### config.mk
export PLATFORM = sky130hd
export DESIGN_NAME = sync_timing_gen
export DESIGN_NICKNAME = d
export VERILOG_FILES = /design/src/rtl/sync_timing_pkg.sv /design/src/rtl/sync_phase_fsm.sv /design/src/rtl/sync_timing_gen.sv
export SDC_FILE = /design/constraint.sdc
export NUM_CORES = 1
export LEC_CHECK = 0
export CAP_MARGIN = 20
export CORE_MARGIN = 2
export CORE_UTILIZATION = 40
export CTS_CLUSTER_SIZE = 12
export DETAILED_ROUTE_END_ITERATION = 12
export PLACE_DENSITY = 0.62
export SLEW_MARGIN = 20
export SYNTH_ARGS = -nofsm -noshare
export SYNTH_HDL_FRONTEND = slang
export SYNTH_HIERARCHICAL = 1
export SYNTH_SLANG_ARGS = --single-unit
export TNS_END_PERCENT = 5
### constraint.sdc
create_clock -name clk -period 5.45 [get_ports clk]
set_input_delay 1.09 -clock clk [delete_from_list [all_inputs] [get_ports clk]]
set_output_delay 1.09 -clock clk [all_outputs]
set_load 0.02 [all_outputs]
### src/rtl/sync_timing_pkg.sv
// sync_timing_pkg: shared types and helpers for the raster sync generator.
//   phase_e      - four-phase raster ordering SYNC -> BP -> ACT -> FP
//   next_phase   - successor phase (FP wraps to SYNC)
//   h_total      - clocks per line from the horizontal phase widths
//   v_total      - lines per frame from the vertical phase widths
//   params_ok    - legality of a phase set against a counter width
package sync_timing_pkg;

  typedef enum logic [1:0] {
    SYNC = 2'd0,
    BP   = 2'd1,
    ACT  = 2'd2,
    FP   = 2'd3
  } phase_e;

  function automatic phase_e next_phase(input phase_e ph);
    case (ph)
      SYNC:    return BP;
      BP:      return ACT;
      ACT:     return FP;
      default: return SYNC;
    endcase
  endfunction

  function automatic int h_total(input int sync_w, input int bp_w,
                                 input int act_w, input int fp_w);
    return sync_w + bp_w + act_w + fp_w;
  endfunction

  function automatic int v_total(input int sync_w, input int bp_w,
                                 input int act_w, input int fp_w);
    return sync_w + bp_w + act_w + fp_w;
  endfunction

  // Every phase must be at least one unit long and the total must fit in cw bits.
  function automatic bit params_ok(input int sync_w, input int bp_w,
                                   input int act_w, input int fp_w, input int cw);
    return (sync_w >= 1) && (bp_w >= 1) && (act_w >= 1) && (fp_w >= 1) &&
           ((sync_w + bp_w + act_w + fp_w) < (1 << cw));
  endfunction

endpackage

### src/rtl/sync_phase_fsm.sv
// sync_phase_fsm: four-phase raster sequencer with a down-counting phase timer.
//   clk, rst            - clock, asynchronous active-high reset
//   step                - advance one unit (pixel or line)
//   len_sync/bp/act/fp  - phase lengths in units (each >= 1)
//   state               - current phase
//   cnt                 - units remaining in the phase, minus one
//   wrap                - combinational: this step leaves FP for SYNC
// Reset parks the sequencer at the last unit of FP so the first step enters SYNC.
import sync_timing_pkg::*;

module sync_phase_fsm #(
  parameter int CW = 12
) (
  input  logic          clk,
  input  logic          rst,
  input  logic          step,
  input  logic [CW-1:0] len_sync,
  input  logic [CW-1:0] len_bp,
  input  logic [CW-1:0] len_act,
  input  logic [CW-1:0] len_fp,
  output phase_e        state,
  output logic [CW-1:0] cnt,
  output logic          wrap
);

  phase_e        state_q, state_d;
  logic [CW-1:0] cnt_q, cnt_d;

  always_comb begin
    state_d = state_q;
    cnt_d   = cnt_q;
    if (step) begin
      if (cnt_q == '0) begin
        state_d = next_phase(state_q);
        case (state_d)
          SYNC:    cnt_d = len_sync - 1'b1;
          BP:      cnt_d = len_bp - 1'b1;
          ACT:     cnt_d = len_act - 1'b1;
          default: cnt_d = len_fp - 1'b1;
        endcase
      end else begin
        cnt_d = cnt_q - 1'b1;
      end
    end
  end

  always_ff @(posedge clk or posedge rst) begin
    if (rst) begin
      state_q <= FP;
      cnt_q   <= '0;
    end else begin
      state_q <= state_d;
      cnt_q   <= cnt_d;
    end
  end

  assign state = state_q;
  assign cnt   = cnt_q;
  assign wrap  = step && (state_q == FP) && (cnt_q == '0);

endmodule

### src/rtl/sync_timing_gen.sv
// sync_timing_gen: raster sync generator (HSYNC/VSYNC/DE plus active coordinates).
//   clk, rst     - pixel clock, asynchronous active-high reset
//   en           - advance one pixel per clock; everything holds while low
//   hsync, vsync - active-high sync pulses (vsync edges coincide with hcnt -> 0)
//   de           - high while both axes are in their active phase
//   x, y         - active pixel / line index, 0 outside de
//   line_start   - one-clock pulse on each edge where hcnt becomes 0
//   frame_start  - one-clock pulse when hcnt and vcnt both become 0
//   frame_cnt    - (only with SYNC_TIMING_GEN_FRAME_CNT_EN) 16-bit frame counter,
//                  starts at 0 on the first frame after reset
// All outputs are registered from the next-position values, so they change on
// the same edge as the raster counters.
import sync_timing_pkg::*;

module sync_timing_gen #(
  parameter int H_ACTIVE = 8,
  parameter int H_FP     = 2,
  parameter int H_SYNC   = 3,
  parameter int H_BP     = 2,
  parameter int V_ACTIVE = 4,
  parameter int V_FP     = 1,
  parameter int V_SYNC   = 2,
  parameter int V_BP     = 1,
  parameter int CW       = 12
) (
  input  logic          clk,
  input  logic          rst,
  input  logic          en,
  output logic          hsync,
  output logic          vsync,
  output logic          de,
  output logic [CW-1:0] x,
  output logic [CW-1:0] y,
  output logic          line_start,
  output logic          frame_start
`ifdef SYNC_TIMING_GEN_FRAME_CNT_EN
  ,
  output logic [15:0]   frame_cnt
`else
`endif
);

  localparam int H_TOTAL = h_total(H_SYNC, H_BP, H_ACTIVE, H_FP);
  localparam int V_TOTAL = v_total(V_SYNC, V_BP, V_ACTIVE, V_FP);

  if (!params_ok(H_SYNC, H_BP, H_ACTIVE, H_FP, CW) ||
      !params_ok(V_SYNC, V_BP, V_ACTIVE, V_FP, CW)) begin : g_bad_params
    $error("sync_timing_gen: illegal phase widths or CW too small");
  end

  localparam logic [CW-1:0] H_LAST = CW'(H_TOTAL - 1);
  localparam logic [CW-1:0] V_LAST = CW'(V_TOTAL - 1);
  localparam logic [CW-1:0] X_OFS  = CW'(H_SYNC + H_BP);
  localparam logic [CW-1:0] Y_OFS  = CW'(V_SYNC + V_BP);

  phase_e        h_state, v_state, h_state_nx, v_state_nx;
  logic [CW-1:0] h_cnt, v_cnt;
  logic          h_wrap, v_wrap;

  // Horizontal steps every enabled pixel; vertical only on the line wrap.
  sync_phase_fsm #(.CW(CW)) u_h_fsm (
    .clk      (clk),
    .rst      (rst),
    .step     (en),
    .len_sync (CW'(H_SYNC)),
    .len_bp   (CW'(H_BP)),
    .len_act  (CW'(H_ACTIVE)),
    .len_fp   (CW'(H_FP)),
    .state    (h_state),
    .cnt      (h_cnt),
    .wrap     (h_wrap)
  );

  sync_phase_fsm #(.CW(CW)) u_v_fsm (
    .clk      (clk),
    .rst      (rst),
    .step     (h_wrap),
    .len_sync (CW'(V_SYNC)),
    .len_bp   (CW'(V_BP)),
    .len_act  (CW'(V_ACTIVE)),
    .len_fp   (CW'(V_FP)),
    .state    (v_state),
    .cnt      (v_cnt),
    .wrap     (v_wrap)
  );

  logic [CW-1:0] hcnt_q, hcnt_d, vcnt_q, vcnt_d;
  logic          hsync_d, vsync_d, de_d, line_start_d, frame_start_d;
  logic [CW-1:0] x_d, y_d;

  // Next raster position: outputs are decoded from it so they share the edge
  // with the counters. Pulses follow the wraps, which are gated by en.
  always_comb begin
    h_state_nx = (en && h_cnt == '0) ? next_phase(h_state) : h_state;
    v_state_nx = (h_wrap && v_cnt == '0) ? next_phase(v_state) : v_state;

    hcnt_d = hcnt_q;
    if (en) hcnt_d = h_wrap ? '0 : hcnt_q + 1'b1;
    vcnt_d = vcnt_q;
    if (h_wrap) vcnt_d = v_wrap ? '0 : vcnt_q + 1'b1;

    hsync_d       = (h_state_nx == SYNC);
    vsync_d       = (v_state_nx == SYNC);
    de_d          = (h_state_nx == ACT) && (v_state_nx == ACT);
    x_d           = de_d ? hcnt_d - X_OFS : '0;
    y_d           = de_d ? vcnt_d - Y_OFS : '0;
    line_start_d  = h_wrap;
    frame_start_d = v_wrap;
  end

  always_ff @(posedge clk or posedge rst) begin
    if (rst) begin
      hcnt_q      <= H_LAST;
      vcnt_q      <= V_LAST;
      hsync       <= 1'b0;
      vsync       <= 1'b0;
      de          <= 1'b0;
      x           <= '0;
      y           <= '0;
      line_start  <= 1'b0;
      frame_start <= 1'b0;
    end else begin
      hcnt_q      <= hcnt_d;
      vcnt_q      <= vcnt_d;
      hsync       <= hsync_d;
      vsync       <= vsync_d;
      de          <= de_d;
      x           <= x_d;
      y           <= y_d;
      line_start  <= line_start_d;
      frame_start <= frame_start_d;
    end
  end

`ifdef SYNC_TIMING_GEN_FRAME_CNT_EN
  // The first frame after reset is frame 0, so counting starts on the second.
  logic        seen_q, seen_d;
  logic [15:0] frame_cnt_q, frame_cnt_d;

  always_comb begin
    seen_d      = seen_q | v_wrap;
    frame_cnt_d = (v_wrap && seen_q) ? frame_cnt_q + 16'd1 : frame_cnt_q;
  end

  always_ff @(posedge clk or posedge rst) begin
    if (rst) begin
      seen_q      <= 1'b0;
      frame_cnt_q <= '0;
    end else begin
      seen_q      <= seen_d;
      frame_cnt_q <= frame_cnt_d;
    end
  end

  assign frame_cnt = frame_cnt_q;
`else
`endif

endmodule

==> impl_metrics.csv, run 1 <==
group,metric,value,unit
pwr,max-vdd-ir-drop,0.187,mV
sta,slew_headroom,51.5,%
die,die_w,121,um
sta,setup_slack,1250,ps
cts,cts_tree,"done",
pwr,power_switching,1.00,mW
sta,rsz0062_at_grt,"false",
run_status,status,"completed",
drt,initialDrtViolationCount,364,
global_routing,grt_overflow_total,0,
placement,dpl.hpwl,8490,um
cts,hold_buffers,0,
setup_path,cp-start-kind,"primary input",
drt,routed_via_density,5.21,
drt,routed_wl,11800,um
pwr,swShare,40.6,%
cts,cts_resized,0,
synth,async_flop_share,100,%
setup_path,r2r_slack,1270,ps
setup_path,cp_cell_sequence,"clkdlybuf4s50_1 > buf_4 > and3_1 > buf_4 > nor4b_1 > nand4_1 > mux2i_1 > or4_1 > inv_1 > o21ai_0 > mux2i_1",
synth,ys_ff_latch,81,
global_routing,groute.usage.overall,17.2,%
setup_path,cp-end-kind,"flop",
placement,place.port_buffers,31,
pwr,pwr-share-comb,42.2,%
setup_path,path_class,"in -> reg",
synth,synth_cells,573,
final_layout,areaGrowthSynthToFinish,18.9,%
placement,pre_cts_slack,878,ps
final_layout,antennaDiodeCount,0,
die,initial_core_util,41.2,%
pwr,power_frac_seq,32.9,%
worst_hold_path,min_path_type,"reg -> reg",
cts,htreeDepth,3,
setup_path,critical_path_required,5710,ps
drt,drc,0,
sta,fmax,0.238,GHz
sta,drv_slew,0,
synth,synthFlopType,"dfrtp_1",
synth,yosysWarnings,6,
cts,cts_buffers,9,
sta,hold_violations,0,
setup_path,cp_max_fo,40,
synth,synth_cell_types,74,
synth,synth_seq_area_share,37.3,%
synth,synth_edf_count,0,
cts,root_buffer,"clkbuf_16",
sta,hold-worst-slack,559,ps
die,core_area,0.0133,mm2
final_layout,nets,711,
final_layout,drive_gt1_share,11.3,%
drt,ant_nets,0,
pwr,clock_power_share,24.9,%
setup_path,cp_data_arrival_time,4460,ps
global_routing,grt_max_degree,54,
sta,skew,6.35,ps
cts,post_cts_buffers,0,
cts,clk_latency,340,ps
cts,clkTransAtPathRegs,60,ps
die,die_h,121,um
pwr,leakagePower,2.92,nW
cts,cts.sink_count,81,
setup_path,crit_slowest_cell,"or4_1",
run,maxCapViolCount,0,
sta,final.setup.tns,0,ps
die,fp.dieArea,0.0146,mm2
synth,syn_area,0.00547,mm2
die,io_pins,32,
sta,setup_viol,0,
synth,synth.avg_cell_area,9.55,um2
die,fp-row-count,42,
global_routing,antenna_found_initial,0,
drt,dr.pass1.iters,7,
drt,vias,4515,
global_routing,grt_pass1_wl,20400,um
setup_path,cp_slowest_stage_delay,880,ps
sta,period_share,77.1,%
sta,finalCriticalPeriod,4200,ps
placement,finalWeightedCongestion,0.823,
drt,wl_per_cell,13.6,um
sta,tightestPinTransition,728,ps
pwr,p_per_area,380,mW/mm2
pwr,intPower,1.47,mW
cts,cts.path.max_buffers,2,
global_routing,grt_pass1_vias,4316,
-- cells in the final DEF (no fill, tap or decap), drive strengths merged, types with 14 or more instances in the layout --
cell type | synthesis | layout
conb | 2 | 96
nand3 | 23 | 23
or4 | 14 | 14
dfrtp | 71 | 71
clkdlybuf4s50 | 0 | 31
nand4 | 15 | 15
nor2 | 41 | 41
nor3 | 16 | 16
mux2i | 25 | 25
inv | 39 | 40
ha | 22 | 22
a222oi | 24 | 24
nand2 | 38 | 38
o21ai | 30 | 30
xnor2 | 15 | 15
a21oi | 39 | 39
-- state kept, by name, summed over array words and instances (netlist names) --
signal / cells
hsync: 1
frame_start: 1
u_h_fsm/state: 2
hcnt_q: 12
u_h_fsm/cnt: 12
vcnt_q: 12
u_v_fsm/cnt: 12
vsync: 1
de: 1
line_start: 1
y: 12
u_v_fsm/state: 2
x: 12
-- logic make-up after synthesis --
| family | after synthesis | share of synthesized area (%) |
|---|---|---|
| xor gates and xnor gates | 25 | 4.00 |
| buffers and inverters | 67 | 6.15 |
| and+or+nand+nor | 206 | 22.8 |
| DFF | 81 | 37.3 |
| other | 2 | 0.137 |
| AOI/OAI and AO/OA | 136 | 18.0 |
| muxes | 34 | 6.65 |
| adders and majority gates | 22 | 5.03 |
-- per-stage QoR --
| step | power, mW | instance area, um2 | instances | util (%) |
|---|---|---|---|---|
| floorplan | 1.65 | 5830 | 667 | - |
| finish | 2.47 | 6510 | 867 | 48.9 |
| CTS | 2.45 | 6510 | 867 | 48.9 |
| detailed placement | 1.82 | 6200 | 851 | 46.7 |
| global route | 2.65 | 6510 | 867 | 48.9 |
| global placement | 1.79 | 6200 | 851 | 46.7 |
-- final timing paths --
check / from / endpoint / cells after the start
setup / recovery: en / y[11]$_DFF_PP0_ / 11
hold / removal: vcnt_q[11]$_DFF_PP0_ / vcnt_q[11]$_DFF_PP0_ / 2
setup reg to reg: u_h_fsm/cnt[1]$_DFFE_PP0P_ / y[11]$_DFF_PP0_ / 12
hold reg to reg: vcnt_q[11]$_DFF_PP0_ / vcnt_q[11]$_DFF_PP0_ / 2
max in group asynchronous: rst / hcnt_q[6]$_DFF_PP0_ / 3
min in group asynchronous: rst / u_h_fsm/cnt[9]$_DFFE_PP0P_ / 2
-- layout make-up --
type | count | area (um2)
Fill cell | 1215 | 6790
Clock inverter | 6 | 65.1
Sequential cell | 81 | 2040
Timing Repair Buffer | 36 | 348
Inverter | 39 | 146
Multi-Input combinational cell | 519 | 3450
Clock buffer | 10 | 239
Tap cell | 176 | 220
-- Yosys cell counts (all sizes together) (4+ instances only) --
cell / instances / area share, %
dfrtp: 71 / 32
nor2: 41 / 2.8
a21oi: 39 / 3.8
inv: 39 / 2.7
nand2: 38 / 2.7
o21ai: 30 / 2.9
mux2i: 25 / 4.8
a222oi: 24 / 4.4
nand3: 23 / 2.5
ha: 22 / 5.0
buf: 20 / 2.9
nor3: 16 / 2.1
nand4: 15 / 1.8
xnor2: 15 / 2.4
or4: 14 / 2.4
nor4: 12 / 1.9
or3: 12 / 1.4
o31ai: 11 / 2.1
dfstp: 10 / 4.8
xor2: 10 / 1.6
mux2: 9 / 1.9
clkbuf: 8 / 0.55
and2: 6 / 0.71
nand2b: 6 / 0.69
o211ai: 5 / 0.78
a31oi: 4 / 0.46
-- power by group through the flow --
stage               clock, mW  sequential, mW  combinational, mW
floorplan                   0           0.782              0.870
global placement            0           0.814              0.977
detailed placement          0           0.817               1.01
CTS                     0.629           0.809               1.01
global route            0.654           0.827               1.17
finish                  0.616           0.813               1.05
-- critical path, delay by kind of cell --
family | cells | cell delay, ps
and+or+nand+nor | 4 | 1600
buffers and inverters | 4 | 1330
muxes | 2 | 320
AOI/OAI and AO/OA | 1 | 110
-- routing by layer --
layer | share of wire [%] | global-route usage, % | up-vias
met5 | 0 | 0 | -
met4 | 2.2 | 6.76 | 0
met3 | 3.3 | 3.10 | 15
met2 | 46 | 27.8 | 91
met1 | 48 | 22.9 | 2140
li1 | - | - | 2269
No activity file was read; power rests on OpenSTA's default activity.
==> inputs of run 2 (changes only) <==
==> constraint.sdc (replaced) <==
create_clock -name clk -period 4.19 [get_ports clk]
set_input_delay 0.838 -clock clk [delete_from_list [all_inputs] [get_ports clk]]
set_output_delay 0.838 -clock clk [all_outputs]
set_load 0.02 [all_outputs]
==> run 2 against run 1 <==
  * Sequential cell count unchanged
  * First-iteration DRC count rose by 12%
  * Power up 26%
  * Sequential power up 30%
  * Global-route usage is 0.14 points lower
  * Worst hold slack better by 15 ps
  * Clock power grew 16%
  * Wire length is 2.3% higher
  * Count of clock-buffer cells in the layout grew 2
  * Cell count rose by 0.23%
  * Non-clock buffer count is 2 higher
  * Critical path depth is the same
  * Largest cell class unchanged
  * Highest routed layer unchanged
==> impl_metrics.csv, run 2 (synthesized netlist as in run 1, its figures left out) <==
group,metric,value,unit
final_layout,drive_gt1_share,11.1,%
run_status,status,"completed",
global_routing,groute.usage.overall,17.1,%
setup_path,cp_slowest_stage_delay,570,ps
global_routing,grt_max_degree,41,
final_layout,areaGrowthSynthToFinish,18.5,%
cts,htreeDepth,3,
drt,drc,0,
run,maxCapViolCount,0,
drt,routed_via_density,5.25,
global_routing,grt_util_met3,3.01,%
die,die_w,121,um
setup_path,cp_max_fo,40,
setup_path,path_class,"reg -> reg",
sta,final.setup.tns,0,ps
placement,finalWeightedCongestion,0.812,
cts,clkTransAtPathRegs,60,ps
die,initial_core_util,41.2,%
die,core_area,0.0133,mm2
pwr,p_per_area,482,mW/mm2
setup_path,cp.buffers_inverters,1,
global_routing,antenna_found_initial,0,
final_layout,layout_commonest_cell,"conb_1",
sta,drv_slew,0,
setup_path,path_common_cell,"or4_4",
placement,dpl.hpwl,8860,um
final_layout,final_cell_mix,"conb_1, dfrtp_1, nor2_1",
cts,cts_tree,"done",
die,io_pins,32,
setup_path,cp_data_arrival_time,3850,ps
sta,hold_violations,0,
cts,clk_latency,340,ps
die,fp-row-count,42,
pwr,leakagePower,2.90,nW
cts,cts_resized,0,
global_routing,grt_use_met1,21.7,%
cts,cts_buffers,9,
final_layout,antennaDiodeCount,0,
sta,slew_headroom,51.5,%
drt,wl_per_cell,13.9,um
setup_path,critical_path_required,4460,ps
global_routing,top_usage_layer,"met2",
die,fp.dieArea,0.0146,mm2
cts,cts.path.max_buffers,2,
sta,skew,8.61,ps
drt,dr.pass1.iters,7,
setup_path,cp_cell_sequence,"or4_4 > nor3_4 > and3_1 > buf_4 > nand2b_1 > o21ai_0 > ha_1 > nand4bb_1 > or4_4 > or3_1 > a21oi_1",
pwr,power.total,3.12,mW
sta,rsz0062_at_grt,"false",
global_routing,globalRouteMet2Util,29.5,%
global_routing,grt_overflow_total,0,
cts,cts.sink_count,81,
placement,place.port_buffers,31,
sta,fmax,0.279,GHz
setup_path,crit_slowest_cell,"or4_4",
cts,post_cts_buffers,0,
cts,root_buffer,"clkbuf_16",
setup_path,critPathTopFamily,"simple AND/OR/NAND/NOR gates",
sta,period_share,85.5,%
setup_path,cp-end-kind,"flop",
cts,hold_buffers,0,
sta,tightestPinTransition,727,ps
global_routing,grt_pass1_vias,4307,
pwr,max-vdd-ir-drop,0.191,mV
drt,ant_nets,0,
drt,initialDrtViolationCount,409,
final_layout,nets,713,
sta,setup_viol,0,
worst_hold_path,min_path_type,"reg -> reg",
sta,finalCriticalPeriod,3580,ps
drt,routed_wl,12100,um
drt,vias,4562,
global_routing,grt_pass1_wl,20300,um
setup_path,cp-start-kind,"flop",
die,die_h,121,um
==> run 2: cell types whose count changed in the layout (fill, tap and decap cells not counted), sizes merged <==
| cell | change |
|---|---|
| clkbuf | +2 |
| buf | +2 |
| bufinv | -1 |
| inv | -1 |
==> run 2: metal layers <==
| metal | vias up | routed length (um) |
|---|---|---|
| met2 | 92 | 6000 |
| met1 | 2193 | 5580 |
| met3 | 9 | 352 |
| met4 | 0 | 120 |
| li1 | 2268 | - |
| met5 | - | 0 |
==> run 2: path summary, 6_finish.rpt <==
| kind | startpoint | endpoint | slack (ps) | depth (start not counted) |
|---|---|---|---|---|
| max | u_h_fsm/cnt[1]$_DFFE_PP0P_ | y[10]$_DFF_PP0_ | 610 | 11 |
| min | u_v_fsm/cnt[4]$_DFFE_PP0P_ | u_v_fsm/cnt[4]$_DFFE_PP0P_ | 570 | 1 |
| max reg2reg | u_h_fsm/cnt[1]$_DFFE_PP0P_ | y[10]$_DFF_PP0_ | 610 | 11 |
| min reg2reg | u_v_fsm/cnt[4]$_DFFE_PP0P_ | u_v_fsm/cnt[4]$_DFFE_PP0P_ | 570 | 1 |
| max in group asynchronous | rst | x[9]$_DFF_PP0_ | 2400 | 3 |
| min in group asynchronous | rst | u_v_fsm/cnt[9]$_DFFE_PP0P_ | 990 | 2 |
==> run 2: metrics by stage <==
step | utilization, % | instance area [um2] | hold WS [ps] | setup WS [ps] | cells
detailed placement | 46.8 | 6220 | 554 | 437 | 853
finish | 48.8 | 6480 | 575 | 609 | 869
global placement | 46.8 | 6220 | 522 | 479 | 853
global route | 48.8 | 6480 | 598 | 345 | 869
floorplan | - | 5830 | 505 | 74.4 | 667
CTS | 48.8 | 6480 | 566 | 583 | 869
==> run 2: report_power, final <==
| group | switching (mW) | internal [mW] |
|---|---|---|
| logic | 0.816 | 0.534 |
| clock network | 0.314 | 0.403 |
| registers | 0.151 | 0.905 |
| total | 1.28 | 1.84 |
==> run 2: final cells by class <==
type	instances	area, um2
Multi-Input combinational cell	519	3450
Fill cell	1264	6810
Sequential cell	81	2040
Clock buffer	12	236
Inverter	39	146
Clock inverter	4	30.0
Tap cell	176	220
Timing Repair Buffer	38	363
==> edit 1, RTL diff (flow settings as in run 1) <==
Re-encode `phase_e` (4 values) as one-hot, 4 bits wide.
--- a/src/rtl/sync_timing_pkg.sv
+++ b/src/rtl/sync_timing_pkg.sv
@@ -7,9 +7,9 @@
 package sync_timing_pkg;
 
-  typedef enum logic [1:0] {
-    SYNC = 2'd0,
-    BP   = 2'd1,
-    ACT  = 2'd2,
-    FP   = 2'd3
+  typedef enum logic [3:0] {
+    SYNC = 4'b0001,
+    BP   = 4'b0010,
+    ACT  = 4'b0100,
+    FP   = 4'b1000
   } phase_e;
 
Function: same outputs for any inputs over 10 cycles, from zero or initial values and one cycle with rst high; not proved beyond that.
==> edit 1 against run 1 <==
Combinational power is 36% lower. Sequential cell count is 4 higher. Power is 17% lower. Critical endpoint is now y[7]. Global-route usage is 1.8 points higher. Count of clock-buffer cells in the layout stayed put. Final cell count is 18% higher. Die area is 12% higher. Synthesized area is 13% higher. Non-clock buffer count is 7 higher. Critical path depth is 3 higher. Critical path type is now reg -> reg. First-iteration DRC count is 10% higher. Worst setup slack worse by 0.093 ns. Wire length is 28% higher. Design area is 12% higher.
==> edit 1: results (changes against run 1) <==
Cells and area
  • Filler Cell Count: 1468 (+21%)
  • Ant diodes: 0 (unchanged)
  • Net count, final: 839 (+18%)
  • Fraction of layout cells with a size suffix above 1: 9.82% (-1.5 points)

Global route
  • Initial antenna violation count: 0 (unchanged)
  • First-pass GRT wire length: 25.3 mm (+24%)
  • Largest net degree at the start of global routing: 54 (unchanged)
  • Vias in the first global route: 5037 (+17%)
  • Gr usage total: 19.0% (+1.8 points)

Routing
  • WL per Instance: 14.8 µm (+8.7%)
  • Drt pass-1 iters: 6 (-1)
  • Vias per cell: 5.37 (+3.2%)
  • Starting DRT DRC Count: 402 (+10%)

Synthesis
  • Yosys Warn Count: 6 (unchanged)
  • FFs w/ async S/R, synth: 100% (unchanged)
  • List of most frequent post-synthesis cells: 77 x dfrtp_1, 73 x nor2_1, 48 x o21ai_0
  • Post-synth cell types: 79 (+6.8%)
  • Largest cells by area after synthesis: dfrtp_1 31%, nor2_1 4.4%, o21ai_0 3.9%, a21oi_1 3.5%, dfstp_2 3.4%
  • Post-synthesis sequential area ratio: 34.7% (-2.6 points)

Power and ir drop
  • Maximum VDD drop: 0.197 mV (+4.9%)
  • Leak: 3.20 nW (+9.7%)
  • Switching Share: 36.5% (-4.1 points)
  • Clk pwr share: 28.1% (+3.2 points)
  • P_seq: 0.806 mW (-0.9%)

Worst setup path
  • Slowest Stage Delay on Critical Path: 0.48 ns (-0.40 ns)
  • Worst reg-to-reg path cell count: 14 (+2)
  • Worst EP arrival: 4.54 ns (+0.08 ns)
  • Critical-path top delay cell: or4_4
  • Crit path max fanout: 10 (-75%)

Clock network
  • Worst skew pair latency: 0.34 ns (about the same)
  • Postcts setup bufs: 0 (unchanged)
  • Clock transition at path regs: 0.07 ns
  • Post-CTS resize count: 0 (unchanged)
  • Num CTS Buffers: 9 (unchanged)
  • CTS root buf: clkbuf_16
  • H-tree depth: 3 (unchanged)
  • Clock buffer depth: 2 (unchanged)

Min path
  • Hold Path Stages: 2 (unchanged)
  • Min-delay worst type: reg -> reg

STA
  • Clock Skew: 0.0102 ns (+0.00389 ns)
  • Worst slew pin tran: 0.928 ns (+0.200 ns)

Outcome
  • Status: finished, final reports clean

Place
  • Place WS: 0.805 ns (-0.0739 ns)
  • IO Port Bufs: 31 (unchanged)
  • Placer Congestion: 0.819 (-0.49%)
  • Final HPWL DP: 10.7 mm (+26%)
[edit 1: logic make-up after synthesis]
kind of cell	count (synthesis)	synth area share, %
xor gates and xnor gates	22	3.13
and+or+nand+nor	307	30.5
buffers and inverters	70	5.34
adders and majority gates	6	1.22
DFF	85	34.7
muxes	8	1.40
AOI/OAI and AO/OA	208	23.6
other	2	0.122
[edit 1: critical path: cells and delay by family, from the launching register on]
family,cells,cell delay (ns)
DFF,1,0.42
buffers and inverters,1,0.22
and+or+nand+nor,10,2.86
AOI/OAI and AO/OA,3,0.71
[edit 1: metal layers]
| layer | global-route usage (%) | wire (µm) | up-vias |
|---|---|---|---|
| met5 | 0 | 0 | - |
| met4 | 4.14 | 118 | 0 |
| met3 | 2.67 | 350 | 9 |
| met2 | 32.8 | 7460 | 75 |
| met1 | 25.5 | 7170 | 2611 |
| li1 | - | - | 2803 |
[edit 1: through the flow]
stage          std cells  instance area, µm²  power, mW
5_1_grt             1023                7270       2.20
3_5_place_dp        1007                6990       1.48
4_1_cts             1023                7270       2.07
2_1_floorplan        812                6550       1.34
3_3_place_gp        1007                6990       1.48
6_report            1023                7270       2.05
[edit 1: worst paths after layout]
| path | start | end | slack (ns) |
|---|---|---|---|
| setup / recovery | u_h_fsm/cnt[7] | y[7] | 1.16 |
| hold / removal | vcnt_q[1] | vcnt_q[1] | 0.56 |
| setup reg to reg | u_h_fsm/cnt[7] | y[7] | 1.16 |
| hold reg to reg | vcnt_q[1] | vcnt_q[1] | 0.56 |
| max in group asynchronous | rst | hcnt_q[10] | 3.59 |
| min in group asynchronous | rst | u_v_fsm/cnt[5] | 1.33 |
[edit 1: layout make-up]
cell class	count	area share, %
flip-flops and latches	85	29.4
inverters	34	1.76
multi-input cells	657	56.3
clock inverters	6	0.637
clock buffers	10	3.15
well taps	188	3.24
repair buffers	43	5.51
==> edit 2, RTL diff (settings of run 1) <==
Made on the original files. Build with the macro `SYNC_TIMING_GEN_FRAME_CNT_EN` defined.
--- a/src/rtl/sync_timing_gen.sv
+++ b/src/rtl/sync_timing_gen.sv
@@ -11,4 +11,6 @@
 // All outputs are registered from the next-position values, so they change on
 // the same edge as the raster counters.
+`define SYNC_TIMING_GEN_FRAME_CNT_EN
+
 import sync_timing_pkg::*;
 
Formal check against the unedited RTL (old outputs only; new: frame_cnt): equivalent (equiv_simple and equiv_induct, registers matched by name and starting in step).
==> edit 2 against run 1 <==
Worst setup slack improved by 0.35 ns. Critical path type unchanged. Power rose by 6.2%. Synthesized area rose by 16%. Global-route usage rose by 0.55 points. Non-clock buffer count rose by 16. Design area rose by 17%. Wire length rose by 20%. First-iteration DRC count rose by 14%. Sequential cell count rose by 17.
==> edit 2: results (changes against run 1) <==
Outcome
  • Status: finished, final reports clean

Worst setup path
  • Slowest Stage Delay on Critical Path: 0.91 ns (+0.03 ns)
  • Crit path max fanout: 43 (+7.5%)
  • Worst EP arrival: 4.13 ns (-0.33 ns)
  • Worst setup endpoint: y[1]
  • R2r setup slk: 1.63 ns (+0.36 ns)

STA
  • Headroom to the max-slew limit: 42.8% (-8.6 points)
  • Clock Skew: 0.00825 ns (+0.00190 ns)

Synthesis
  • Mux share of post-synthesis cell area: 5.97% (-0.69 points)
  • Synth Area in Adders: 4.53% (-0.50 points)
  • Post-synthesis sequential area ratio: 38.8% (+1.5 points)
  • Synth Area per Inst: 9.67 µm² (+1.3%)
  • Largest cells by area after synthesis: dfrtp_1 35%, ha_1 4.5%, dfstp_2 4.1%, xnor2_1 4.0%, a222oi_1 3.8%
  • Post-synth cell types: 73 (-1.4%)
  • List of most frequent post-synthesis cells: 88 x dfrtp_1, 49 x nor2_1, 45 x inv_1
  • Post-Synth XOR/XNOR Area: 5.65% (+1.6 points)

Cells and area
  • Register area: 2460 µm² (+21%)
  • Non-clk bufs: 52 (+44%)
  • Fraction of layout cells with a size suffix above 1: 11.1% (-0.21 points)
  • Signal buffers share of area: 6.69% (+1.3 points)
  • Area Overhead vs Synth: 19.5%
  • Inverters: 45 (+15%)
  • Filler Cell Count: 1467 (+21%)
  • Num sequential: 98 (+21%)
  • Cell Count, Final, Fillers Out: 1001 (+15%)
  • Net count, final: 806 (+13%)

Global route
  • Vias in the first global route: 5033 (+17%)
  • First-pass GRT wire length: 24.4 mm (+20%)
  • GR Util met1: 24.2% (+1.3 points)
  • Largest net degree at the start of global routing: 44 (-19%)
  • GR Layer Usage met2: 28.7% (+0.93 points)
  • Gr usage total: 17.8% (+0.55 points)

Routing
  • WL final: 14.1 mm (+20%)
  • Routed wire length on met2: 6.48 mm (+19%)
  • Vias per cell: 5.22 (+0.31%)
  • Metal1 wirelength: 6.75 mm (+18%)

Place
  • Final HPWL DP: 10.5 mm (+23%)
  • IO Port Bufs: 47 (+52%)
  • Place WS: 1.20 ns (+0.325 ns)
  • Dpl cells: 985 (+16%)
  • Placed Area: 7290 µm² (+17%)
  • Placer Congestion: 0.908 (+10%)

Min path
  • Hold wc startpoint: frame_cnt[15]
  • Hold Path Stages: 1 (-1)
  • Hold endpoint: frame_cnt[15]

Power and ir drop
  • Leak: 3.30 nW (+13%)
  • Maximum VDD drop: 0.165 mV (-12%)

Floorplan
  • Die Width: 130 µm (+7.5%)
[edit 2: cell types whose count changed after synthesis, moves of 4 or more]
cell	delta
nor3b_1	+4
nand3_1	+7
clkbuf_1	+4
nor2_1	+8
inv_1	+6
dfrtp_1	+17
and3_1	+5
nand2_1	+6
xnor2_1	+14
mux2_2	+4
[edit 2: power by group]
group / internal [mW] / switching, mW
registers: 0.824 / 0.127
logic: 0.398 / 0.625
clock network: 0.364 / 0.290
total: 1.59 / 1.04
[edit 2: through the flow]
stage | power (mW) | hold WS, ns
2_1_floorplan | 1.79 | 0.461
3_3_place_gp | 1.91 | 0.462
3_5_place_dp | 1.94 | 0.478
4_1_cts | 2.61 | 0.488
5_1_grt | 2.81 | 0.512
6_report | 2.63 | 0.475
[edit 2: worst register-to-register path: stages (launching register included)]
cell	delay, ns
dfrtp_1	0.44
or4_4	0.60
nor3_4	0.20
and3_1	0.20
buf_4	0.38
nor4b_1	0.31
nand4_1	0.21
mux2i_1	0.17
or4_1	0.91
inv_1	0.20
and2_1	0.14
